==> src/rtl/serial_subtractor_if.sv <==
// Start/busy/done handshake bundle for the digit-serial subtractor.
// The master launches an operation and the slave returns the result.
interface serial_subtractor_if #(
  parameter int WIDTH = 4
);
  logic             start;
  logic [WIDTH-1:0] A;
  logic [WIDTH-1:0] B;
  logic             Bin;
  logic             busy;
  logic             done;
  logic [WIDTH-1:0] Y;
  logic             Bout;

  modport master (
    output start, A, B, Bin,
    input  busy, done, Y, Bout
  );

  modport slave (
    input  start, A, B, Bin,
    output busy, done, Y, Bout
  );
endinterface

==> src/rtl/serial_subtractor.sv <==
// Digit-serial subtractor: Y = A - B - Bin, one 2-bit digit per clock, LSB first.
// Y/Bout only change on completion, so intermediate digits are never visible.
module serial_subtractor #(
  parameter int WIDTH = 4
) (
  input  logic                clk,
  input  logic                rst_n,
  serial_subtractor_if.slave  bus
);

  localparam int N     = WIDTH / 2;
  localparam int CNT_W = (N > 1) ? $clog2(N) : 1;
  localparam logic [CNT_W-1:0] LAST = CNT_W'(N - 1);

  typedef enum logic {IDLE, RUN} state_t;

  state_t           state;
  logic [WIDTH-1:0] a_sh;
  logic [WIDTH-1:0] b_sh;
  logic [WIDTH-1:0] res;
  logic             brw;
  logic [CNT_W-1:0] cnt;
  logic [2:0]       dig;
  logic [WIDTH+1:0] res_cat;

  // {borrow, digit} of a 2-bit subtraction, as a 3-bit two's complement value
  function automatic logic [2:0] digit_sub(input logic [1:0] a,
                                           input logic [1:0] b,
                                           input logic       bi);
    logic signed [2:0] diff;
    diff = $signed({1'b0, a}) - $signed({1'b0, b}) - $signed({2'b00, bi});
    return $unsigned(diff);
  endfunction

  assign dig     = digit_sub(a_sh[1:0], b_sh[1:0], brw);
  // New digit enters at the top; after N digits the LSB digit sits at bit 0
  assign res_cat = {dig[1:0], res};

  always_ff @(posedge clk or negedge rst_n) begin
    if (!rst_n) begin
      state    <= IDLE;
      a_sh     <= '0;
      b_sh     <= '0;
      res      <= '0;
      brw      <= 1'b0;
      cnt      <= '0;
      bus.busy <= 1'b0;
      bus.done <= 1'b0;
      bus.Y    <= '0;
      bus.Bout <= 1'b0;
    end else begin
      bus.done <= 1'b0;
      case (state)
        IDLE: begin
          if (bus.start) begin
            a_sh     <= bus.A;
            b_sh     <= bus.B;
            brw      <= bus.Bin;
            res      <= '0;
            cnt      <= '0;
            bus.busy <= 1'b1;
            state    <= RUN;
          end
        end
        RUN: begin
          a_sh <= a_sh >> 2;
          b_sh <= b_sh >> 2;
          brw  <= dig[2];
          res  <= res_cat[WIDTH+1:2];
          if (cnt == LAST) begin
            bus.Y    <= res_cat[WIDTH+1:2];
            bus.Bout <= dig[2];
            bus.done <= 1'b1;
            bus.busy <= 1'b0;
            state    <= IDLE;
          end else begin
            cnt <= cnt + CNT_W'(1);
          end
        end
        default: state <= IDLE;
      endcase
    end
  end

endmodule

==> src/flat_wrapper.sv <==
// flat-port wrapper written by rule: the top's interface ports become plain ports
module serial_subtractor_flat 
#(
  parameter int WIDTH = 4
)
  (clk, rst_n, bus_start, bus_A, bus_B, bus_Bin, bus_busy, bus_done, bus_Y, bus_Bout);
  serial_subtractor_if #(.WIDTH(WIDTH)) bus_i ();
  input  logic clk;
  input  logic rst_n;
  input wire logic [$bits(bus_i.start)-1:0] bus_start;
  input wire logic [$bits(bus_i.A)-1:0] bus_A;
  input wire logic [$bits(bus_i.B)-1:0] bus_B;
  input wire logic [$bits(bus_i.Bin)-1:0] bus_Bin;
  output wire logic [$bits(bus_i.busy)-1:0] bus_busy;
  output wire logic [$bits(bus_i.done)-1:0] bus_done;
  output wire logic [$bits(bus_i.Y)-1:0] bus_Y;
  output wire logic [$bits(bus_i.Bout)-1:0] bus_Bout;
  assign bus_i.start = bus_start;
  assign bus_i.A = bus_A;
  assign bus_i.B = bus_B;
  assign bus_i.Bin = bus_Bin;
  assign bus_busy = bus_i.busy;
  assign bus_done = bus_i.done;
  assign bus_Y = bus_i.Y;
  assign bus_Bout = bus_i.Bout;
  serial_subtractor #(.WIDTH(WIDTH)) u_core (.clk(clk), .rst_n(rst_n), .bus(bus_i));
endmodule
==> config.mk <==
export PLATFORM = sky130hd
export DESIGN_NAME = serial_subtractor_flat
export DESIGN_NICKNAME = d
export VERILOG_FILES = /design/src/rtl/serial_subtractor_if.sv /design/src/rtl/serial_subtractor.sv /design/src/flat_wrapper.sv
export SDC_FILE = /design/constraint.sdc
export NUM_CORES = 1
export LEC_CHECK = 0
export ABC_AREA = 1
export BUFFER_PORTS_ARGS = -buffer_cell sky130_fd_sc_hd__buf_2
export CORE_MARGIN = 5
export CORE_UTILIZATION = 55
export DETAILED_ROUTE_END_ITERATION = 6
export PLACE_DENSITY = 0.8
export REMOVE_ABC_BUFFERS = 1
export SLEW_MARGIN = 20
export SYNTH_ARGS = -nofsm -noshare
export SYNTH_HDL_FRONTEND = slang
export SYNTH_SLANG_ARGS = --single-unit
export TNS_END_PERCENT = 10
==> constraint.sdc <==
create_clock -name clk -period 3.4 [get_ports clk]
set_clock_uncertainty 0.1 [all_clocks]
set_input_delay 0.34 -clock clk [delete_from_list [all_inputs] [get_ports clk]]
set_output_delay 0.34 -clock clk [all_outputs]
set_load 0.1 [all_outputs]
# After elaboration in Yosys (flattened, before gate mapping)

Index checks and enable logic that the tools add are counted.

$add $sub $neg: 3
Eq/ne operators: 2
Multiplexer cells: 19
Bitwise gates (word level): 1
Reduce and logical (&&, ||, !) cells: 2

Operators with widths:

| cell                  | count |
|---|---|
| $pmux W4 S2           | 3 |
| $mux W4               | 3 |
| $mux W1               | 9 |
| $pmux W1 S2           | 4 |
| $ne A2 B2 Y1 const B  | 2 |
| $reduce_and A2 Y1     | 2 |
| $sub A2 B2 Y3         | 1 |
| $sub A3 B2 Y3         | 1 |
| $add A1 B1 Y1 const B | 1 |
| $not A1 Y1            | 1 |

Register bits: 22
Bits of input ports: 12

# Longest topological paths before layout

Depth in word-level cells: 3
Depth in mapped cells: 8
Mapped depth without buffers: 8

# Worst setup path before layout

OpenSTA, ideal clock, no wires.

Path kind: reg-to-reg
Start: reg u_core.brw
End: reg u_core.bus.Y[3]
Setup time: 0.083 ns
Arrival time: 2.054 ns
Data required time: 3.217 ns
Slack: 1.164 ns
Cell stages (with the launch flop): 9
Buffers on the path: 0
Path through: dfrtp_1 inv_1 fa_1 inv_1 ha_1 or2_2 fa_1 nand2_1 o21ai_0

Longest elaborated chain between the ends: 1

RTL lines:

| what                    | line                       | source |
|---|---|---|
| start, declared         | serial_subtractor.sv:21    | `logic brw;` |
| start signal, assigned  | serial_subtractor.sv:58    | `brw <= bus.Bin;` |
| start signal, assigned  | serial_subtractor.sv:68    | `brw <= dig[2];` |
| $sub A3 B2 Y3           | serial_subtractor.sv:31    | `diff = $signed({1'b0, a}) - $signed({1'b0, b}) - $signed({2'b00, bi});` |
| named net u_core.dig[1] | serial_subtractor.sv:23    | `logic [2:0] dig;` |
| end signal, assigned    | serial_subtractor.sv:71    | `bus.Y <= res_cat[WIDTH+1:2];` |
| end, declared           | serial_subtractor_if.sv:22 | `output busy, done, Y, Bout` |

The timed path passes the listed nets, and every way through them passes these cells.
A chain may end at the register's enable or synchronous reset.

# Final worst setup path

Ends and elaborated chain as after synthesis.

==> run_results.csv <==
group,metric,value,unit
routing,vias_post_dr,696,
critical_path,cp-start-kind,"flop",
cells_and_area,antenna_cells,0,
synth,synth_seq_cells,20,
global_route,grt_start_max_net_pins,21,
place,numPortBuffers,18,
cells_and_area,design.final.nets,133,
floorplan,die_area,2560,um2
critical_path,cp.arrival,2.51,ns
hold_path,worstHoldPathType,"input port to flop",
cells_and_area,final_util,65.7,%
synth,synth_cells,97,
sta,final-setup-viol-count,0,
sta,timing.final.hold_violations,0,
clock_tree,clock-sinks,20,
job,max-cap-violations,0,
clock_tree,cts_made_buffers,3,
sta,worst_slew_margin_rel,67.5,%
synth,synthesis.yosys.warnings,0,
critical_path,cp_slowest_stage_delay,0.56,ns
cells_and_area,drive_gt1_share,22.6,%
place,placer_s_final_routability_congestion_estimate,0.750,
place,placement_cell_area,980,um2
sta,worst_slew_pin_slew,0.491,ns
sta,finalCritPeriodShare,70.2,%
clock_tree,cts_tree,"yes",
sta,finalMaxSlewViolations,0,
critical_path,timing.critical_path.to_type,"flop",
synth,synth_area_per_cell,9.36,um2
sta,fmax,419,MHz
global_route,antenna_found_initial,0,
clock_tree,post_cts_resized,0,
routing,post_route_antenna_net_violation_count,0,
cells_and_area,syn2layout_area_growth,11.4,%
routing,detailedRoute.firstPassIterationCount,4,
routing,detail_route.iter0.violations,16,
routing,remaining_drc_errors,0,
routing,post_drt_via_cell_ratio,5.31,
clock_tree,clock-root-buffer,"clkbuf_4",
critical_path,crit_type,"flop to flop",
clock_tree,worst_setup_hold_path_clk_slew,0.10,ns
synth,yosys.cell_types.count,16,
global_route,first_global_vias,704,
global_route,globalRoute.totalOverflow,0,
cells_and_area,multi_input_area,335,um2
floorplan,start_util,58.9,%
floorplan,floorplan.die.width,50.6,um
global_route,global_route_wire_length_before_repair,3110,um
clock_tree,clockBufferDepth,2,
global_route,grt_util_all_layers,15.9,%
floorplan,ioPinCount,19,
floorplan,std_cell_rows,14,
clock_tree,post_cts_buffers,0,
cells_and_area,layout.area.seq,500,um2
cells_and_area,fillCellCount,120,
floorplan,core_area,1540,um2
critical_path,timing.critical_path.slowest_stage_cell,"fa_1",
critical_path,cp.required,3.52,ns
place,hpwl,1290,um
synth,ys_seq_area_share,55.1,%
critical_path,crit_chain,"inv_1 -> fa_1 -> inv_1 -> ha_1 -> or2_2 -> fa_1 -> nand2_1 -> o21ai_0",
sta,grt_setup_unrepaired,"false",
synth,netlist_area,908,um2
cells_and_area,post_route_standard_cell_area_excluding_fillers,1010,um2
sta,final_critical_period,2.39,ns
critical_path,highest_fanout_seen_on_the_critical_path,2,
routing,wl_per_cell,13.6,um
routing,finalWirelength,1790,um
status,status,"finished clean",
clock_tree,cts_htree_levels,1,
sta,final.setup.tns,0,ns
floorplan,floorplan.die.height,50.6,um
clock_tree,insertion_delay,0.29,ns
==> flip-flops by register name, indices dropped and copies added, names as in the netlist <==
| name | cells |
|---|---|
| u_core.bus.Bout | 1 |
| u_core.bus.done | 1 |
| u_core.res | 2 |
| u_core.b_sh | 4 |
| u_core.brw | 1 |
| u_core.a_sh | 4 |
| u_core.bus.Y | 4 |
| u_core.state | 1 |
| u_core.bus.busy | 1 |
| u_core.cnt | 1 |
==> cells by family (layout without fill, tap and decap cells) <==
family,after synthesis,after routing,synth area share [%]
buffers and inverters,13,31,7.99
AOI/OAI and AO/OA,4,4,2.20
and+or+nand+nor,56,56,27.5
adders and majority gates,4,4,7.16
DFF,20,20,55.1
==> stage by stage <==
step | hold slack [ns] | instances | setup WS (ns)
CTS | 0.168 | 131 | 1.00
finish | 0.174 | 131 | 1.01
global route | 0.173 | 131 | 0.885
floorplan | -0.0556 | 93 | 1.15
global placement | 0.205 | 127 | 1.12
detailed placement | 0.213 | 127 | 1.03
==> area by class of cell <==
| type | instances | area share, % |
|---|---|---|
| sequential | 20 | 49.4 |
| inverter | 9 | 3.34 |
| clock buffer | 3 | 2.22 |
| multi-input combinational | 64 | 33.1 |
| tap | 16 | 1.98 |
| timing repair buffer | 19 | 9.89 |
==> path summary, 6_finish.rpt <==
kind,from,to,slack [ns],cells past startpoint
max,u_core.brw$_DFFE_PN0P_,u_core.bus.Y[3]$_DFFE_PN0P_,1.01,8
min reg2reg,u_core.res[2]$_DFFE_PN0P_,u_core.bus.Y[0]$_DFFE_PN0P_,0.38,2
max in group asynchronous,rst_n,u_core.a_sh[1]$_DFFE_PN0P_,2.48,2
min in group asynchronous,rst_n,u_core.bus.Y[3]$_DFFE_PN0P_,0.41,2
max reg2reg,u_core.brw$_DFFE_PN0P_,u_core.bus.Y[3]$_DFFE_PN0P_,1.01,8
min,bus_B[2],u_core.b_sh[2]$_DFFE_PN0P_,0.17,3
==> cells in the mapped netlist <==
| cell type | count | area [um2] |
|---|---|---|
| fa_1 | 2 | 40.0 |
| or2_1 | 1 | 6.26 |
| nand3_1 | 16 | 80.1 |
| o21ai_0 | 3 | 15.0 |
| inv_1 | 7 | 26.3 |
| dfrtp_1 | 20 | 500 |
| inv_2 | 2 | 7.51 |
| nand2_1 | 34 | 128 |
| buf_6 | 3 | 33.8 |
| a21oi_1 | 1 | 5.00 |
| or2_2 | 1 | 6.26 |
| nor2_1 | 2 | 7.51 |
| nand2_4 | 1 | 11.3 |
| ha_1 | 2 | 25.0 |
| nor2_4 | 1 | 11.3 |
| buf_2 | 1 | 5.00 |
==> layout by cell type, fill, tap and decap left out, types with 2 or more instances in the layout <==
cell and instances:
dfrtp_1 20, ha_1 2, inv_1 7, inv_2 2, buf_2 18, o21ai_0 3, nand2_1 34, nand3_1 16
clkbuf_4 3, nor2_1 2, fa_1 2
==> layer usage <==
metal	up-vias	wire length, um	global-route usage (%)
met3	2	97	4.44
li1	341	-	-
met4	0	12	6.38
met5	-	0	0
met1	333	816	21.5
met2	20	861	24.0
==> critical path, delay by kind of cell, from the launching register on <==
family | cells | cell delay [ns]
DFF | 1 | 0.36
AOI/OAI and AO/OA | 1 | 0.17
adders and majority gates | 3 | 1.22
buffers and inverters | 2 | 0.11
and+or+nand+nor | 2 | 0.36
==> what timing repair did <==
item | 4_1_cts | 5_1_grt
hold endpoints to repair | 20 | 0
setup endpoints to repair | 0 | 0
hold buffers | 1 | 0
Power is not shown: default switching activity piles up to over one toggle a cycle in this logic, so the estimate is an artifact.
